[config.mk]
export PLATFORM = sky130hd
export DESIGN_NAME = demux_2_64bit_buf
export DESIGN_NICKNAME = d
export VERILOG_FILES = /design/src/rtl/proc_pkg.sv /design/src/rtl/demux_fifo.sv /design/src/rtl/demux_2_64bit_buf.sv
export SDC_FILE = /design/constraint.sdc
export NUM_CORES = 1
export LEC_CHECK = 0
export ABC_CLOCK_PERIOD_IN_PS = 4900
export BUFFER_PORTS_ARGS = -buffer_cell sky130_fd_sc_hd__buf_2
export CAP_MARGIN = 0
export CORE_MARGIN = 2
export CORE_UTILIZATION = 36
export CTS_CLUSTER_SIZE = 28
export DETAILED_ROUTE_END_ITERATION = 10
export PLACE_DENSITY_LB_ADDON = 0.1
export SYNTH_ARGS = -nofsm -noshare
export SYNTH_HDL_FRONTEND = slang
export SYNTH_HIERARCHICAL = 1
export SYNTH_SLANG_ARGS = --single-unit
[constraint.sdc]
create_clock -name clk -period 4.9 [get_ports clk]
set_input_delay 0.49 -clock clk [delete_from_list [all_inputs] [get_ports clk]]
set_output_delay 0.49 -clock clk [all_outputs]
set_load 0.02 [all_outputs]
[src/rtl/proc_pkg.sv]
// Shared constants and helpers for the processor datapath blocks.
package proc_pkg;
  localparam int WORD_W      = 64;
  localparam int DEMUX_DEPTH = 2;
  localparam int STAT_W      = 32;

  typedef logic [STAT_W-1:0] stat_t;

  function automatic int clog2(input int value);
    int v;
    int r;
    v = value - 1;
    r = 0;
    while (v > 0) begin
      r++;
      v = v >> 1;
    end
    return r;
  endfunction
endpackage

[src/rtl/demux_fifo.sv]
// Single WIDTH x DEPTH synchronous FIFO; head is registered storage, so there is no flow-through.
module demux_fifo
  import proc_pkg::*;
#(
  parameter int WIDTH = WORD_W,
  parameter int DEPTH = DEMUX_DEPTH
) (
  input  logic             clk,
  input  logic             rst_n,
  input  logic             push,
  input  logic [WIDTH-1:0] din,
  input  logic             pop,
  output logic [WIDTH-1:0] head,
  output logic             full,
  output logic             empty
);
  // A one-entry FIFO still needs a 1-bit pointer to index storage.
  localparam int PTR_W = (DEPTH > 1) ? clog2(DEPTH) : 1;
  localparam int CNT_W = clog2(DEPTH) + 1;
  localparam logic [PTR_W-1:0] LAST     = PTR_W'(DEPTH - 1);
  localparam logic [CNT_W-1:0] FULL_CNT = CNT_W'(DEPTH);

  logic [WIDTH-1:0] mem [DEPTH];
  logic [PTR_W-1:0] wr_ptr;
  logic [PTR_W-1:0] rd_ptr;
  logic [CNT_W-1:0] count;
  logic             do_push;
  logic             do_pop;

  assign full    = (count == FULL_CNT);
  assign empty   = (count == '0);
  assign do_push = push && !full;
  assign do_pop  = pop && !empty;
  assign head    = mem[rd_ptr];

  always_ff @(posedge clk or negedge rst_n) begin
    if (!rst_n) begin
      wr_ptr <= '0;
      rd_ptr <= '0;
      count  <= '0;
      for (int i = 0; i < DEPTH; i++) mem[i] <= '0;
    end else begin
      if (do_push) begin
        mem[wr_ptr] <= din;
        wr_ptr      <= (wr_ptr == LAST) ? '0 : wr_ptr + 1'b1;
      end
      if (do_pop) rd_ptr <= (rd_ptr == LAST) ? '0 : rd_ptr + 1'b1;
      case ({do_push, do_pop})
        2'b10:   count <= count + 1'b1;
        2'b01:   count <= count - 1'b1;
        default: count <= count;
      endcase
    end
  end
endmodule

[src/rtl/demux_2_64bit_buf.sv]
// Registered 1-to-2 demux with a FIFO per output; define DEMUX_STATS_EN to build the
// push/stall counters, otherwise stat0/stat1/stall_cnt read as zero.
module demux_2_64bit_buf
  import proc_pkg::*;
#(
  parameter int WIDTH = WORD_W,
  parameter int DEPTH = DEMUX_DEPTH
) (
  input  logic             clk,
  input  logic             rst_n,
  input  logic [WIDTH-1:0] in,
  input  logic             in_valid,
  input  logic             sel,
  output logic             in_ready,
  output logic [WIDTH-1:0] out0,
  output logic             out0_valid,
  input  logic             out0_ready,
  output logic [WIDTH-1:0] out1,
  output logic             out1_valid,
  input  logic             out1_ready,
  output stat_t            stat0,
  output stat_t            stat1,
  output stat_t            stall_cnt
);
  logic full0;
  logic full1;
  logic empty0;
  logic empty1;
  logic push0;
  logic push1;

  // Readiness depends only on the addressed FIFO, so a stalled path never blocks the other.
  assign in_ready   = sel ? !full1 : !full0;
  assign push0      = in_valid && in_ready && !sel;
  assign push1      = in_valid && in_ready &&  sel;
  assign out0_valid = !empty0;
  assign out1_valid = !empty1;

  demux_fifo #(.WIDTH(WIDTH), .DEPTH(DEPTH)) u_fifo0 (
    .clk   (clk),
    .rst_n (rst_n),
    .push  (push0),
    .din   (in),
    .pop   (out0_ready),
    .head  (out0),
    .full  (full0),
    .empty (empty0)
  );

  demux_fifo #(.WIDTH(WIDTH), .DEPTH(DEPTH)) u_fifo1 (
    .clk   (clk),
    .rst_n (rst_n),
    .push  (push1),
    .din   (in),
    .pop   (out1_ready),
    .head  (out1),
    .full  (full1),
    .empty (empty1)
  );

`ifdef DEMUX_STATS_EN
  stat_t stat0_q;
  stat_t stat1_q;
  stat_t stall_q;

  always_ff @(posedge clk or negedge rst_n) begin
    if (!rst_n) begin
      stat0_q <= '0;
      stat1_q <= '0;
      stall_q <= '0;
    end else begin
      if (push0) stat0_q <= stat0_q + 1'b1;
      if (push1) stat1_q <= stat1_q + 1'b1;
      if (in_valid && !in_ready) stall_q <= stall_q + 1'b1;
    end
  end

  assign stat0     = stat0_q;
  assign stat1     = stat1_q;
  assign stall_cnt = stall_q;
`else
  assign stat0     = '0;
  assign stat1     = '0;
  assign stall_cnt = '0;
`endif
endmodule
==> impl_metrics.csv <==
group,metric,value,unit
place,io_buffers,200,
clock_network,cts_tree,"built",
power,swShare,35.64,%
logic_synthesis,syn_inst,820,
floorplanning,die_height,192.9,µm
grt,antenna_found_initial,2,
cells_and_area,syn2layout_area_growth,14.42,%
floorplanning,dieArea,37210,µm²
place,hpwlAfterDp,16670,µm
place,preCtsSetupSlack,2.185,ns
power,power_frac_comb,44.6,%
floorplanning,fp.dieW,192.9,µm
detailed_routing,dr.pass1.iters,4,
cells_and_area,stdcell_count,1502,
setup_path,timing.critical_path.arrival,2.55,ns
grt,overflow,0,
sta,skew,0.01323,ns
power,power_leakage,0.006843,µW
power,power.total,11390,µW
grt,grt_pass1_vias,7088,
clock_network,cts_buffers,30,
power,p_int,7332,µW
logic_synthesis,synth_seq_cells,264,
grt,grt_pass1_wl,42360,µm
logic_synthesis,avgSynthCellArea,15.67,µm²
setup_path,cp.required,4.41,ns
clock_network,clock_path_buffers,3,
sta,fmax,329.1,MHz
grt,grt.total_usage,14.62,%
floorplanning,num_rows,69,
floorplanning,initial_core_util,36.30,%
sta,rsz0062_at_grt,"false",
detailed_routing,antenna_left,0,
sta,relSlewSlack,28.03,%
logic_synthesis,synthesis.area,12850,µm²
logic_synthesis,ys_seq_area_share,51.42,%
setup_path,cp-end-kind,"output port",
setup_path,rr_startpoint,"u_fifo0/count[0]",
min_path,worst_hold_path_type,"in -> async",
place,dp_cells,1448,
sta,layout_setup_ws,1.862,ns
clock_network,cts_root_buffer,"clkbuf_16",
power,powerDensity,774.9,nW/µm²
logic_synthesis,synth_cell_types,23,
clock_network,cts_sinks,264,
cells_and_area,fill_cells,3354,
place,place_area,13700,µm²
floorplanning,io_pins,297,
clock_network,hold_buffers,0,
power,seq_power_share,35.7,%
setup_path,r2r_cells,6,
setup_path,r2r-end,"u_fifo0/mem[56]",
place,routabilityCongestion,0.6748,
power,power.switching,4060,µW
clock_network,clock_latency,0.55,ns
sta,finalSetupViolations,0,
grt,grt_max_degree,104,
sta,slew_violations,0,
sta,post-route-min-period,3.038,ns
status,outcome,"complete, no violations",
sta,hold_viol,0,
setup_path,crit_fanout,40,
floorplanning,core_region_area,35400,µm²
run,drv_cap,0,
clock_network,post-cts-setup-buffers,0,
cells_and_area,fin_nets,1091,
detailed_routing,first_iter_violations,206,
setup_path,regToRegSetupSlack,2.23,ns
setup_path,path_class,"reg -> out",
sta,period_share,62.01,%
sta,worst_pin_slew,1.080,ns
power,clock_power_share,19.7,%
logic_synthesis,yosysWarnings,6,
cells_and_area,layout-drive-gt1-share,62.66,%
setup_path,start_kind,"register",
clock_network,post_cts_resized,0,
detailed_routing,via_per_inst,4.470,
clock_network,htree_num_levels,1,
clock_network,cts.clk_slew.worst_paths,0.06,ns
detailed_routing,drt_wl_total,27360,µm
detailed_routing,vias,6714,
power,max-vdd-ir-drop,0.0004110,V
detailed_routing,drcViolationCount,0,
detailed_routing,wl_per_cell,18.21,µm
cells_and_area,stdcell_area,14700,µm²
sta,fin_setup_tns,0,ns
[flip-flops by register name (all words and copies together) (netlist names)]
name	count
u_fifo0/count	2
u_fifo0/mem	128
u_fifo0/rd_ptr	1
u_fifo0/wr_ptr	1
u_fifo1/count	2
u_fifo1/mem	128
u_fifo1/rd_ptr	1
u_fifo1/wr_ptr	1
[power by group through the flow]
stage	clock network [µW]	registers [µW]	logic, µW
floorplan	0	3700	4200
global placement	0	4100	5120
detailed placement	0	4090	5160
CTS	2330	4090	5180
global route	2430	4240	5470
finish	2240	4070	5080
[cells in the mapped netlist]
cell type  count  area, µm²
and3_2         2      15.01
and3b_1        1      8.760
buf_12        12      240.2
buf_2         10      50.05
buf_4         96      720.7
buf_6         16      180.2
clkbuf_1       4      15.01
conb_1         1      3.750
dfrtp_1      264       6606
ha_1           2      25.02
inv_1          2      7.510
inv_2          2      7.510
mux2_2       264       2973
mux2_4       120       1802
mux2i_1        1      10.01
nand2_1        2      7.510
nand2b_4       2      27.53
nor2_1         4      15.01
nor2b_1        2      12.51
nor3b_1        1      7.510
nor3b_2        2      25.02
xnor2_1        6      52.55
xor2_1         4      35.03
[metal layers]
metal | global-route usage (%) | vias to the layer above | routed length, µm
met3 | 3.710 | 39 | 1716
li1 | - | 3070 | -
met5 | 0 | - | 16
met4 | 3.293 | 2 | 411
met2 | 23.49 | 184 | 12880
met1 | 19.90 | 3419 | 12340
[final cells by class]
type	instances	area, µm²	share of cell area (%)
Sequential cell	264	6614	44.99
Antenna cell	2	5.005	0.03405
Timing Repair Buffer	210	1099	7.473
Clock inverter	8	90.09	0.6128
Multi-Input combinational cell	509	5396	36.71
Tap cell	461	576.8	3.924
Clock buffer	44	904.6	6.154
Inverter	4	15.01	0.1021
[through the flow]
step	hold slack, ns	utilization, %
2_1_floorplan	0.1944	-
3_3_place_gp	0.4833	38.71
3_5_place_dp	0.4907	38.71
4_1_cts	0.02540	41.52
5_1_grt	0.05589	41.52
6_report	0.005111	41.53
[worst max-delay path, cell delays in order, from the launching register on]
cell     delay (ns)
dfrtp_4        0.89
buf_4          0.52
mux2_2         0.39
buf_2          0.17
[worst max path at each step]
| stage | startpoint | endpoint | slack [ns] | cells after the start |
|---|---|---|---|---|
| 2_1_floorplan | u_fifo0/count[0] | u_fifo0/mem[100] | 3.11 | 7 |
| 5_1_grt | u_fifo1/rd_ptr | out1[24] | 1.72 | 3 |
| 6_report | u_fifo1/rd_ptr | out1[32] | 1.86 | 3 |
| 3_3_place_gp | u_fifo0/count[0] | u_fifo0/mem[59] | 2.24 | 6 |
| 4_1_cts | u_fifo1/rd_ptr | out1[24] | 1.78 | 3 |
| 3_5_place_dp | u_fifo0/count[0] | u_fifo0/mem[41] | 2.18 | 6 |
[logic make-up after synthesis]
group	share of synthesized area, %
other	0.02919
xor gates and xnor gates	0.6817
adders and majority gates	0.1947
buffers and inverters	9.505
muxes	37.24
and+or+nand+nor	0.9252
DFF	51.42
[cells in the final DEF, fill, tap and decap left out, drive strengths merged]
cell type and instances:
diode 2, nand2b 2, and3b 1, mux2 384, ha 2, inv 4
xnor2 6, and3 2, nor2 4, clkinv 6, nand2 2, mux2i 1
bufinv 2, conb 96, nor2b 2, clkbuf 44, xor2 4, buf 210
dfrtp 264, nor3b 3
Power figures use the tool's default switching activity.
